--- src/rtl/prga_fifo_param.sv ---
// Parametrised synchronous FIFO with lookahead/registered read modes, threshold flags and count.
// Optional sticky overflow/underflow flags are enabled by defining PRGA_FIFO_ERROR_FLAGS_EN.
module prga_fifo_param #(
  parameter int unsigned DATA_WIDTH    = 8,
  parameter int unsigned DEPTH_LOG2    = 4,
  parameter int unsigned LOOKAHEAD     = 0,
  parameter int unsigned AFULL_THRESH  = 2**DEPTH_LOG2 - 1,
  parameter int unsigned AEMPTY_THRESH = 1
) (
  input  logic                  clk,
  input  logic                  rst,
  input  logic                  wr,
  input  logic [DATA_WIDTH-1:0] din,
  output logic                  full,
  output logic                  almost_full,
  input  logic                  rd,
  output logic [DATA_WIDTH-1:0] dout,
  output logic                  empty,
  output logic                  almost_empty,
  output logic [DEPTH_LOG2:0]   count,
  output logic                  overflow,
  output logic                  underflow
);

  localparam int unsigned Depth = 2**DEPTH_LOG2;
  localparam logic [DEPTH_LOG2:0] One       = 1;
  localparam logic [DEPTH_LOG2:0] AfullThr  = AFULL_THRESH[DEPTH_LOG2:0];
  localparam logic [DEPTH_LOG2:0] AemptyThr = AEMPTY_THRESH[DEPTH_LOG2:0];

  logic [DATA_WIDTH-1:0] mem_q [Depth];
  logic [DEPTH_LOG2:0]   wptr_q, rptr_q, count_q;
  logic                  wr_acc, rd_acc;

  // Extra MSB on each pointer distinguishes full from empty when low bits match.
  assign empty = (wptr_q == rptr_q);
  assign full  = (wptr_q[DEPTH_LOG2] != rptr_q[DEPTH_LOG2]) &&
                 (wptr_q[DEPTH_LOG2-1:0] == rptr_q[DEPTH_LOG2-1:0]);

  assign wr_acc = wr & ~full;
  assign rd_acc = rd & ~empty;

  assign count        = count_q;
  assign almost_full  = (count_q >= AfullThr);
  assign almost_empty = (count_q <= AemptyThr);

  always_ff @(posedge clk) begin
    if (wr_acc) begin
      mem_q[wptr_q[DEPTH_LOG2-1:0]] <= din;
    end
  end

  always_ff @(posedge clk or negedge rst) begin
    if (!rst) begin
      wptr_q  <= '0;
      rptr_q  <= '0;
      count_q <= '0;
    end else begin
      if (wr_acc) wptr_q <= wptr_q + One;
      if (rd_acc) rptr_q <= rptr_q + One;
      if (wr_acc && !rd_acc) begin
        count_q <= count_q + One;
      end else if (rd_acc && !wr_acc) begin
        count_q <= count_q - One;
      end
    end
  end

  generate
    if (LOOKAHEAD != 0) begin : g_lookahead
      // Gate with empty so dout reads 0 after reset rather than uninitialised storage.
      assign dout = empty ? '0 : mem_q[rptr_q[DEPTH_LOG2-1:0]];
    end else begin : g_registered
      logic [DATA_WIDTH-1:0] dout_q;
      always_ff @(posedge clk or negedge rst) begin
        if (!rst) begin
          dout_q <= '0;
        end else if (rd_acc) begin
          dout_q <= mem_q[rptr_q[DEPTH_LOG2-1:0]];
        end
      end
      assign dout = dout_q;
    end
  endgenerate

`ifdef PRGA_FIFO_ERROR_FLAGS_EN
  logic overflow_q, underflow_q;

  always_ff @(posedge clk or negedge rst) begin
    if (!rst) begin
      overflow_q  <= 1'b0;
      underflow_q <= 1'b0;
    end else begin
      if (wr && full)  overflow_q  <= 1'b1;
      if (rd && empty) underflow_q <= 1'b1;
    end
  end

`ifndef SYNTHESIS
  always_ff @(posedge clk) begin
    if (rst && wr && full)  $display("prga_fifo_param warning: write while full dropped");
    if (rst && rd && empty) $display("prga_fifo_param warning: read while empty ignored");
  end
`endif

  assign overflow  = overflow_q;
  assign underflow = underflow_q;
`else
  assign overflow  = 1'b0;
  assign underflow = 1'b0;
`endif

endmodule

--- config.mk ---
export PLATFORM = sky130hd
export DESIGN_NAME = prga_fifo_param
export DESIGN_NICKNAME = d
export VERILOG_FILES = /design/src/rtl/prga_fifo_param.sv
export SDC_FILE = /design/constraint.sdc
export NUM_CORES = 1
export LEC_CHECK = 0
export BUFFER_PORTS_ARGS = -buffer_cell sky130_fd_sc_hd__buf_4
export CAP_MARGIN = 15
export CELL_PAD_IN_SITES_DETAIL_PLACEMENT = 0
export CELL_PAD_IN_SITES_GLOBAL_PLACEMENT = 1
export CORE_ASPECT_RATIO = 1.2
export CORE_MARGIN = 2
export CORE_UTILIZATION = 48
export DETAILED_ROUTE_END_ITERATION = 8
export PLACE_DENSITY = 0.87
export SLEW_MARGIN = 25
export SYNTH_ARGS = -nofsm -noshare
export SYNTH_HDL_FRONTEND = slang
export SYNTH_SLANG_ARGS = --single-unit
--- constraint.sdc ---
create_clock -name clk -period 2.4 [get_ports clk]
set_input_delay 0.24 -clock clk [delete_from_list [all_inputs] [get_ports clk]]
set_output_delay 0.24 -clock clk [all_outputs]
set_load 0.05 [all_outputs]
==> metrics.yaml <==
drt:
  top_layer: "met4"
  wl_met3_um: 718
  drtIter0Drc: 263
  met2WireLength_um: 5990
  wl_um: 11600
  drc: 0
  wl_met1_um: 4840
  drt_pass1_iterations: 4
  num_vias: 3121
  via_per_inst: 5.57
  wl_per_cell_um: 20.8
  antenna_left: 0
cts:
  postCtsSetupRepairBufs: 0
  post_cts.resized_instances: 0
  cts-buffers-inserted: 17
  cts_hold_buffers: 1
  clk_pin_slew_worst_paths_ns: 0.06
  htreeDepth: 4
  cts_buffer_depth: 2
  cts_num_sinks: 151
  cts_tree: "done"
  clk_latency_ns: 0.41
  clock-root-buffer: "clkbuf_16"
synthesis:
  yosys-mux-area-fraction_pct: 14.9
  synth-seq-cells: 151
  yosysWarnings: 0
  yosys.area_share.xor_xnor_pct: 2.50
  yosysTopAreaCell: "edfxtp_1"
  synth_ff_type: "edfxtp_1"
  synth-simple-area-share_pct: 4.61
  synth_edf_count: 128
  syn-instance-count: 346
  synth.top_cells.by_area: "edfxtp_1 61%, dfrtp_1 9.1%, mux4_2 6.4%"
  synth.most_common_cell: "edfxtp_1"
  syn_area_mm2: 0.00630
  synthAdderAreaFrac_pct: 1.99
  yosysTopAreaCellShare_pct: 61.0
  yosysSeqAreaShare_pct: 70.2
  synth.avg_cell_area_um2: 18.2
  synth_compound_area_share_pct: 3.56
  synth_top_family_by_area: "multiplexers"
  ys_top_cells_by_count: "128 x edfxtp_1, 23 x dfrtp_1, 18 x mux4_2, 17 x mux2i_1"
  synthArstFlopShare_pct: 15.2
  synthDistinctLibCells: 36
sta:
  worst_pin_slew_ns: 0.848
  fmax_mhz: 457
  fin_tns_setup_ns: 0
  period_minus_slack_ns: 2.19
  fin_skew_ns: 0.0103
  timing.final.hold_violations: 0
  maxSlewViolCount: 0
  finalSetupViolCount: 0
  period_share_pct: 91.1
  rsz0062_at_grt: "false"
  relSlewSlack_pct: 43.4
floorplanning:
  core_area_mm2: 0.0127
  dieArea_mm2: 0.0141
  fp.dieH_um: 129
  core.rowCount: 45
  die_w_um: 109
  initial_core_util_pct: 49.5
  io_pins: 31
flow_run:
  drv_cap: 0
cells_and_area:
  diodes: 0
  fin_util_pct: 57.3
  drive_gt1_share_pct: 26.5
  nets: 405
  syn2layout_area_growth_pct: 15.8
pwr:
  leakage_nw: 2.64
  ir_drop_mv: 0.799
  power.density_mw_per_mm2: 1320
min_path:
  min_path_type: "primary input to register"
  hold-path-cell-count: 1
setup_path:
  cp.arrival_ns: 2.22
  crit_fanout: 10
  crit_path_start_kind: "register"
  worstSetupPathType: "register to register"
  required_ns: 2.43
  reg2reg_depth: 4
  crit_path_end_kind: "register"
grt:
  antenna_found_initial: 0
  grt_usage_pct: 18.6
  grt_pass1_vias: 3257
  grt_max_degree: 28
  gr-total-overflow: 0
  grt_pass1_wl_um: 18600
status:
  status: "finished, final reports clean"
place:
  place.gp.congestion: 0.833
  portBuffers: 28
  dpl.hpwl_um: 7500
## report_power, final
part / switching (W) / internal, W / leakage (nW)
logic: 0.00188 / 0.00145 / 0.927
registers: 0.000303 / 0.00329 / 1.42
clock network: 0.00103 / 0.00164 / 0.287
## final cells by class
class / count / area (um^2)
fillers: 942 / 5430
inverters: 6 / 22.5
well taps: 164 / 205
repair buffers: 38 / 300
multi-input cells: 169 / 1750
clock buffers: 18 / 429
clock inverters: 14 / 171
flip-flops and latches: 151 / 4420
## layer usage
metal / up-vias / GRT usage, %
met3: 5 / 4.48
li1: 1443 / -
met4: 0 / 6.86
met1: 1561 / 24.7
met5: - / 0
met2: 112 / 30.0
## layout by cell type (no fill, tap or decap), types with 10 or more instances in the layout
cell / synthesis / final
edfxtp_1: 128 / 128
buf_4: 3 / 36
dfrtp_1: 23 / 22
mux4_2: 18 / 18
mux2i_1: 17 / 17
clkbuf_16: 0 / 17
and3_1: 16 / 16
mux2_2: 16 / 16
xnor2_1: 14 / 14
nor2_1: 11 / 11
ha_1: 10 / 10
## per-stage QoR
| step | area (um^2) | worst slack, ns | hold slack (ns) | cells | power (W) |
|---|---|---|---|---|---|
| 6_report | 7300 | 0.214 | 0.147 | 560 | 0.00959 |
| 5_1_grt | 7300 | 0.0562 | 0.148 | 560 | 0.0101 |
| 4_1_cts | 7300 | 0.210 | 0.134 | 560 | 0.00967 |
| 3_5_place_dp | 6690 | 0.205 | 0.162 | 527 | 0.00697 |
| 3_3_place_gp | 6690 | 0.241 | 0.160 | 527 | 0.00689 |
| 2_1_floorplan | 6310 | 0.0352 | -0.0556 | 347 | 0.00612 |
## path summary, 6_finish.rpt
check                           from          end  slack (ns)
max in group asynchronous        rst    rptr_q[2]        1.85
hold reg to reg              dout[4]      dout[4]        0.51
setup / recovery           wptr_q[3]  mem_q[7][6]        0.21
setup reg to reg           wptr_q[3]  mem_q[7][6]        0.21
min in group asynchronous        rst      dout[4]        0.28
hold / removal                din[0]  mem_q[4][0]        0.15
## registers in the layout, summed over array words and instances, names as in the netlist
signal  count
count       5
wptr_q      5
dout        8
rptr_q      5
mem_q     128
## critical path, stage by stage, from the launching register on
cell      delay (ns)
dfrtp_1         0.46
xnor2_1         0.18
nand4_2         0.22
o211ai_1        0.23
nor2b_1         0.73
## cells by family (layout without fill, tap and decap cells)
logic type | count (synthesis) | after routing
AOI/OAI and AO/OA | 29 | 29
xor gates and xnor gates | 18 | 18
adders and majority gates | 10 | 10
buffers and inverters | 27 | 76
DFF | 151 | 151
muxes | 59 | 59
other | 1 | 2
and+or+nand+nor | 51 | 51
(Power assumes the default switching activity.)
